### src/rtl/stopwatch_pkg.sv
// Shared stopwatch definitions: FSM state encoding used by the controller, display and bench.
// No logic here; constants and types only, no backpressure.
package stopwatch_pkg;

    typedef enum logic [1:0] {
        S_IDLE  = 2'b00,
        S_RUN   = 2'b01,
        S_PAUSE = 2'b10,
        S_LAP   = 2'b11
    } sw_state_e;

endpackage

### src/rtl/stopwatch_ctrl_if.sv
// Button levels in, counter/display controls out; master is the controller side.
// Pure wiring, no latency, no backpressure.
interface stopwatch_ctrl_if;
    import stopwatch_pkg::*;

    logic       start_db;
    logic       lap_db;
    logic       count_en;
    logic       count_clr;
    logic       disp_freeze;
    logic       running;
    logic [1:0] state;

    modport master (
        input  start_db, lap_db,
        output count_en, count_clr, disp_freeze, running, state
    );

    modport slave (
        output start_db, lap_db,
        input  count_en, count_clr, disp_freeze, running, state
    );
endinterface

### src/rtl/stopwatch_ctrl_one_pulse.sv
// Level-to-press converter: pulse_out is high for one cycle, one clock after the level rises.
// History resets to 1 so a button held through reset gives no press; no backpressure.
module one_pulse (
    input  logic clk,
    input  logic rst_n,
    input  logic level_in,
    output logic pulse_out
);
    logic in_r_q, in_r_d;
    logic in_p_q, in_p_d;

    always_comb begin
        in_r_d = level_in;
        in_p_d = in_r_q;
    end

    always_ff @(posedge clk or negedge rst_n) begin
        if (!rst_n) begin
            in_r_q <= 1'b1;
            in_p_q <= 1'b1;
        end else begin
            in_r_q <= in_r_d;
            in_p_q <= in_p_d;
        end
    end

    assign pulse_out = in_r_q & ~in_p_q;
endmodule

### src/rtl/stopwatch_ctrl.sv
// Stopwatch control FSM with tick prescaler; outputs change two clocks after a button rise.
// All outputs registered; no backpressure, the counter must accept every strobe.
module stopwatch_ctrl
    import stopwatch_pkg::*;
#(
    parameter int unsigned TICK_DIV = 1_000_000,
    parameter int unsigned PW       = 20
) (
    input  logic              clk,
    input  logic              rst_n,
    stopwatch_ctrl_if.master  sw
);
    localparam logic [PW-1:0] PRE_MAX = PW'(TICK_DIV - 1);

    logic      start_p, lap_p;
    logic      active, wrap;

    sw_state_e     state_q, state_d;
    logic [PW-1:0] presc_q, presc_d;
    logic          count_en_q, count_en_d;
    logic          count_clr_q, count_clr_d;
    logic          freeze_q, freeze_d;
    logic          running_q, running_d;

    one_pulse u_start (.clk(clk), .rst_n(rst_n), .level_in(sw.start_db), .pulse_out(start_p));
    one_pulse u_lap   (.clk(clk), .rst_n(rst_n), .level_in(sw.lap_db),   .pulse_out(lap_p));

    always_comb begin
        active      = (state_q == S_RUN) || (state_q == S_LAP);
        wrap        = active && (presc_q == PRE_MAX);
        state_d     = state_q;
        presc_d     = presc_q;
        count_clr_d = 1'b0;

        // PAUSE holds the partial tick so a resume continues mid-period.
        if (active)
            presc_d = wrap ? '0 : presc_q + PW'(1);
        else if (state_q == S_IDLE)
            presc_d = '0;

        // Start is decoded first, so a coincident lap press is dropped.
        case (state_q)
            S_IDLE: begin
                if (start_p)    state_d = S_RUN;
                else if (lap_p) count_clr_d = 1'b1;
            end
            S_RUN: begin
                if (start_p)    state_d = S_PAUSE;
                else if (lap_p) state_d = S_LAP;
            end
            S_LAP: begin
                if (start_p)    state_d = S_PAUSE;
                else if (lap_p) state_d = S_RUN;
            end
            S_PAUSE: begin
                if (start_p) begin
                    state_d = S_RUN;
                end else if (lap_p) begin
                    state_d     = S_IDLE;
                    count_clr_d = 1'b1;
                    presc_d     = '0;
                end
            end
            default: state_d = S_IDLE;
        endcase

        // A start press in RUN/LAP always leaves; the wrap it coincides with is not counted.
        count_en_d = wrap && !start_p;
        freeze_d   = (state_d == S_LAP);
        running_d  = (state_d == S_RUN) || (state_d == S_LAP);
    end

    always_ff @(posedge clk or negedge rst_n) begin
        if (!rst_n) begin
            state_q     <= S_IDLE;
            presc_q     <= '0;
            count_en_q  <= 1'b0;
            count_clr_q <= 1'b0;
            freeze_q    <= 1'b0;
            running_q   <= 1'b0;
        end else begin
            state_q     <= state_d;
            presc_q     <= presc_d;
            count_en_q  <= count_en_d;
            count_clr_q <= count_clr_d;
            freeze_q    <= freeze_d;
            running_q   <= running_d;
        end
    end

    assign sw.state       = state_q;
    assign sw.count_en    = count_en_q;
    assign sw.count_clr   = count_clr_q;
    assign sw.disp_freeze = freeze_q;
    assign sw.running     = running_q;
endmodule

### src/flat_wrapper.sv
// flat-port wrapper written by rule: the top's interface ports become plain ports
module stopwatch_ctrl_flat import stopwatch_pkg::*;
#(
    parameter int unsigned TICK_DIV = 1_000_000,
    parameter int unsigned PW       = 20
)
  (clk, rst_n, sw_start_db, sw_lap_db, sw_count_en, sw_count_clr, sw_disp_freeze, sw_running, sw_state);
  stopwatch_ctrl_if sw_i ();
  input  logic clk;
  input  logic rst_n;
  input wire logic [$bits(sw_i.start_db)-1:0] sw_start_db;
  input wire logic [$bits(sw_i.lap_db)-1:0] sw_lap_db;
  output wire logic [$bits(sw_i.count_en)-1:0] sw_count_en;
  output wire logic [$bits(sw_i.count_clr)-1:0] sw_count_clr;
  output wire logic [$bits(sw_i.disp_freeze)-1:0] sw_disp_freeze;
  output wire logic [$bits(sw_i.running)-1:0] sw_running;
  output wire logic [$bits(sw_i.state)-1:0] sw_state;
  assign sw_i.start_db = sw_start_db;
  assign sw_i.lap_db = sw_lap_db;
  assign sw_count_en = sw_i.count_en;
  assign sw_count_clr = sw_i.count_clr;
  assign sw_disp_freeze = sw_i.disp_freeze;
  assign sw_running = sw_i.running;
  assign sw_state = sw_i.state;
  stopwatch_ctrl #(.TICK_DIV(TICK_DIV), .PW(PW)) u_core (.clk(clk), .rst_n(rst_n), .sw(sw_i));
endmodule
### config.mk
export PLATFORM = sky130hd
export DESIGN_NAME = stopwatch_ctrl_flat
export DESIGN_NICKNAME = d
export VERILOG_FILES = /design/src/rtl/stopwatch_pkg.sv /design/src/rtl/stopwatch_ctrl_if.sv /design/src/rtl/stopwatch_ctrl_one_pulse.sv /design/src/rtl/stopwatch_ctrl.sv /design/src/flat_wrapper.sv
export SDC_FILE = /design/constraint.sdc
export NUM_CORES = 1
export LEC_CHECK = 0
export ABC_AREA = 1
export CAP_MARGIN = 0
export CORE_ASPECT_RATIO = 0.6
export CORE_UTILIZATION = 30
export CTS_BUF_LIST = sky130_fd_sc_hd__clkbuf_16
export DETAILED_ROUTE_END_ITERATION = 10
export GPL_TIMING_DRIVEN = 0
export PLACE_DENSITY = 0.49
export SLEW_MARGIN = 10
export SYNTH_ARGS = -nofsm -noshare
export SYNTH_HDL_FRONTEND = slang
export SYNTH_SLANG_ARGS = --single-unit
### constraint.sdc
create_clock -name clk -period 1.59 [get_ports clk]
set_input_delay 0.318 -clock clk [delete_from_list [all_inputs] [get_ports clk]]
set_output_delay 0.318 -clock clk [all_outputs]
set_load 0.05 [all_outputs]
; After elaboration in Yosys (flattened, before gate mapping)
; Cells that the tools add are included.
[op_classes]
n_addsub = 1
mul = 0
div = 0
magnitude_cmp = 0
eq_ne = 6
shifts = 0
n_mux = 17
bitwise_logic = 4
n_reduce_logical = 7
[op_table]
columns = operator, count
row1 = $mux W20, 6
row2 = $add A20 B1 Y20 const B, 1
row3 = $eq A20 B20 Y1 const B, 1
row4 = $mux W2, 7
row5 = $pmux W2 S4, 1
row6 = $eq A2 B2 Y1 const B, 3
row7 = $eq A2 B1 Y1 const B, 2
row8 = $mux W1, 3
row9 = $and A1 B1 Y1, 2
row10 = $logic_and A1 B1 Y1, 2
row11 = $logic_not A2 Y1, 1
row12 = $logic_or A1 B1 Y1, 2
row13 = $not A1 Y1, 2
row14 = $reduce_or A2 Y1, 1
row15 = $logic_not A1 Y1, 1
[totals]
register_bits = 30
latchBits = 0
ram_bits = 0
romBits = 0
input_bits = 4
output_inout_bits = 6
wordCells = 45
mem_count = 0

; Longest topological paths before layout
[logic_depth]
depth_word = 8
ltp_mapped = 10
mapped_depth_nobuf = 10

; Hierarchy
; Synthesis repeated with hierarchy kept, for this count alone.
[unflattened]
hier_cells = 235
hier_area_um2 = 1785.5
[by_module_without_submodules]
columns = mod, instances, cells_per_inst, area_per_inst_um2, seq_area_each_um2
row1 = stopwatch_ctrl, 1, 227, 1660.3, 650.6
row2 = one_pulse, 2, 4, 62.6, 52.6

; Least setup slack after synthesis
; No wires, ideal clock.
[synth_path]
path_kind = reg2reg
start = reg, netlist name u_core.sw.running
end = reg u_core.presc_q[14]
setup_ns = 0.121
arrival_time_ns = 1.413
required_time_ns = 1.469
setup_slack_ns = 0.057
stages_incl_launch_ff = 11
path_buffers = 1
period_less_slack_ns = 1.533
cell_sequence = dfrtp_1 > nand2_1 > inv_1 > nand2_1 > nor2_1 > nand3_2 > nand2_2 > inv_2 > buf_6 > nand3_1 > a21oi_1
[synth_lines]
columns = item, line_no
row1 = end signal: assignment, stopwatch_ctrl.sv:83  ; presc_q <= presc_d;
row2 = end: declaration, stopwatch_ctrl.sv:19  ; logic [PW-1:0] presc_q, presc_d;

; Worst setup path after layout
[layout_path]
start = reg u_core.presc_q[1]
end = reg u_core.presc_q[9]
[layout_between]
elab_chain_len = 7
elab_cells_between_ends = 8
classes_between = add/sub (1) / eq/ne (1) / mux (5) / reduce/logical (1)
[layout_lines]
columns = item, line_no
row1 = "parallel branches: the longest is 2 deep, another holds $add A20 B1 Y20", n/a
row2 = $mux W20 *, stopwatch_ctrl.sv:37  ; presc_d = wrap ? '0 : presc_q + PW'(1);
row3 = $mux W20 *, stopwatch_ctrl.sv:36  ; if (active)
row4 = $mux W20, stopwatch_ctrl.sv:58  ; end else if (lap_p) begin
row5 = $mux W20, stopwatch_ctrl.sv:56  ; if (start_p) begin
row6 = $mux W20 *, stopwatch_ctrl.sv:42  ; case (state_q)
row7 = net u_core.presc_d[9], stopwatch_ctrl.sv:19
; Mark *: on every way through the listed nets, which the timed path passes.

==> metrics <==
status=finished, violations left; violated checks=setup timing; Rows=20; CP Cell Sequence=ha_4 > nand2_4 > nor3_4 > nand3_2 > nand2_4 > inv_4 > clkbuf_16 > nand2_2 > a21oi_2; Clock power frac=45.9%; clk_lat worst skew=0.27 ns; worst path required time=1.75 ns; fmax=0.6253 GHz; CP Capture Type=flip-flop; Finished Layout Cells=329; grt total ovfl=0; clock sink total=29; cell repeated most along the worst path=nand2_4; Leak=1.017 nW; die area=5897 µm²; largest family of logic cells by synthesized area=simple AND/OR/NAND/NOR gates; dpl ws=-0.1327 ns; cell family with most CP delay=simple AND/OR/NAND/NOR gates; cells after synthesis=236; pwr dens=1187 nW/µm²; final HPWL from detailed placement=2.887 mm; CTS tree=yes; CTS Hold Bufs=0; total power draw=2.681 mW; Avg WL per Cell=13.30 µm; Starting Density=32.19%; Slew Limit Fails=0; fill cell count=514; switching pwr=749.7 µW; Final #Nets=267; most used standard cell by instance count after synthesis=nand2_1; syn_area_per_cell=7.099 µm²; CORE AREA=5205 µm²; Die Width=98.48 µm; placed cell areas=1843 µm²; number of buffers created by CTS=5; setup_tns=-0.03721 ns; largest cells by area after synthesis=dfrtp_1 37%, nand2_1 17%, nor2_1 7.2%; DRT Wirelength=4.377 mm; register area share after synthesis=43.61%; Worst Path Arrival=1.76 ns; root buffer cell=clkbuf_16; via count=1555; multiplexer share of the synthesized area=0%; post-layout min period=1.599 ns; CP bufs+invs=2; dominant synthesized flop cell=dfrtp_1; largest net degree at the start of global routing=30; post-route ant nets=0; post-synthesis async set-or-reset flop share=100.0%; setup slack after layout=-0.009249 ns; clock skew=0.005792 ns; Mapped Area=1675 µm²; Slowest cell on crit path=dfrtp_1; Combinational Power Share=21.5%; worst slew pin tran=0.6610 ns; crit path from=u_core.presc_q[1]; area share of fa/ha/maj cells after synthesis=0.7468%; R2R Path End=u_core.presc_q[9]; reg2reg start=u_core.presc_q[1]; area leader, netlist=dfrtp_1; simple-gate portion of the synthesized area=36.74%; RSZ-0062 raised after global routing=true; Final Setup Violations=6; startpoint class of the critical path=flip-flop; period utilization=100.6%; CP Depth=9; Die Ht=59.89 µm; Worst-path clk slew=0.06 ns; Compound-Gate Fraction of Synth Area=8.215%; Yosys top cell area share=37.34%; distinct cell type count after synthesis=27; Pint=1.931 mW; 1st-pass router iterations=6; Post-Synth XOR/XNOR Area=1.568%; Hold Path Class=input port to async pin; RePlAce Congestion=0.8499; Detailed Route Iter0 Violations=108; post-route cell area=2258 µm²; Reg2Reg Setup Slack=-0.009 ns; max_cap viols=0; syn nets=241; Worst slew margin=55.93%; switching portion of total power=27.96%; Post-synth EDFFs=0; crit path capture=u_core.presc_q[9]; H-tree depth=2; first-pass GRT wire length=7.017 mm; I/O Pins=10; Yosys reg bits=29; Vias/cell=4.726; reg2reg path depth=9; Syn-to-layout area delta=34.80%; Synth Warn #=0; final core occ=43.39%; Max VDD drop=0.0006294 V; GR Util All Layers=15.91%; final hold violation count=0; largest fanout on the critical path=5; Crit path largest cell delay=0.42 ns; vias in the first global route=1391; Synth top cells by count=75 x nand2_1, 32 x nor2_1, 26 x inv_1; Max Buffers Root-to-Sink=2; initial antenna violation count=0; Crit Path Class=flip-flop to flip-flop; residual DRC count=0; I/O Buffers=9; fraction of layout cells with a size suffix above 1=27.76%; Antenna Diode Count=0; Inst Count DP=311; Reg power frac=32.5%; hold slack=0.07350 ns
==> cells by family (layout without fill, tap and decap cells) <==
logic type	Yosys count	in the layout
AND/OR/NAND/NOR	143	143
buffers and inverters	34	61
flip-flops	29	29
AO/OA/AOI/OAI	26	26
XOR/XNOR	3	3
adder cells (fa/ha/maj)	1	1
==> worst min-delay path by stage <==
stage,to,start,slack (ns),cells after the start
after detailed placement,u_core.u_start.in_p_q,u_core.u_start.in_p_d,0.36,0
after global placement,u_core.u_start.in_p_q,u_core.u_start.in_p_d,0.36,0
after CTS,u_core.sw.state[1],rst_n,0.11,1
final,u_core.sw.count_clr,rst_n,0.07,1
after global routing,u_core.sw.state[1],rst_n,0.14,1
after floorplan,u_core.presc_q[0],rst_n,0.02,0
==> placed cells by master, fill, tap and decap left out, types with 4 or more instances in the layout <==
master and instances:
nand3_1 18, nor2_1 26, nand2_1 69, a21oi_1 10, a21oi_2 9, dfstp_2 4, nor2_2 6, buf_4 11
dfrtp_1 22, clkbuf_16 6, dlygate4sd2_1 4, inv_1 25, nand2_2 6
==> flip-flops by register name, summed over array words and instances (netlist names) <==
name                   flops
u_core.sw.disp_freeze      1
u_core.u_lap.in_p_q        1
u_core.u_start.in_p_d      1
u_core.sw.running          1
u_core.u_start.in_p_q      1
u_core.sw.count_clr        1
u_core.sw.count_en         1
u_core.presc_q            20
u_core.sw.state            1
u_core.u_lap.in_p_d        1
==> timing repair <==
| item | CTS | global route |
|---|---|---|
| endpoints found under the setup margin | 23 | 19 |
| buffers inserted | 2 | 7 |
| pin swaps | 1 | 4 |
| cloned | 0 | 1 |
| gates resized for setup | 14 | 37 |
==> per-layer routing <==
layer,global-route usage [%],up-vias,part of all wire (%)
met5,0,-,0
met4,3.625,0,0.46
met3,4.795,2,4.7
met2,21.33,31,40
met1,24.40,732,55
li1,-,790,-
==> power groups by stage <==
stage	sequential (mW)	clock (mW)	combinational, mW
detailed placement	0.879	0	0.402
floorplan	0.926	0	0.214
global placement	0.879	0	0.405
finish	0.872	1.23	0.577
global route	0.879	1.29	0.624
CTS	0.858	1.25	0.428
==> cell type report <==
class / instances / area, µm² / share of cell area (%)
multi-input cells: 173 / 922.1 / 40.83
clock buffers: 5 / 125.1 / 5.540
clock inverters: 3 / 65.06 / 2.881
plain buffers: 7 / 60.06 / 2.659
well taps: 66 / 82.58 / 3.657
inverters: 27 / 103.9 / 4.598
repair buffers: 19 / 165.2 / 7.313
flip-flops and latches: 29 / 734.5 / 32.52
No activity file was read; power rests on OpenSTA's default activity.
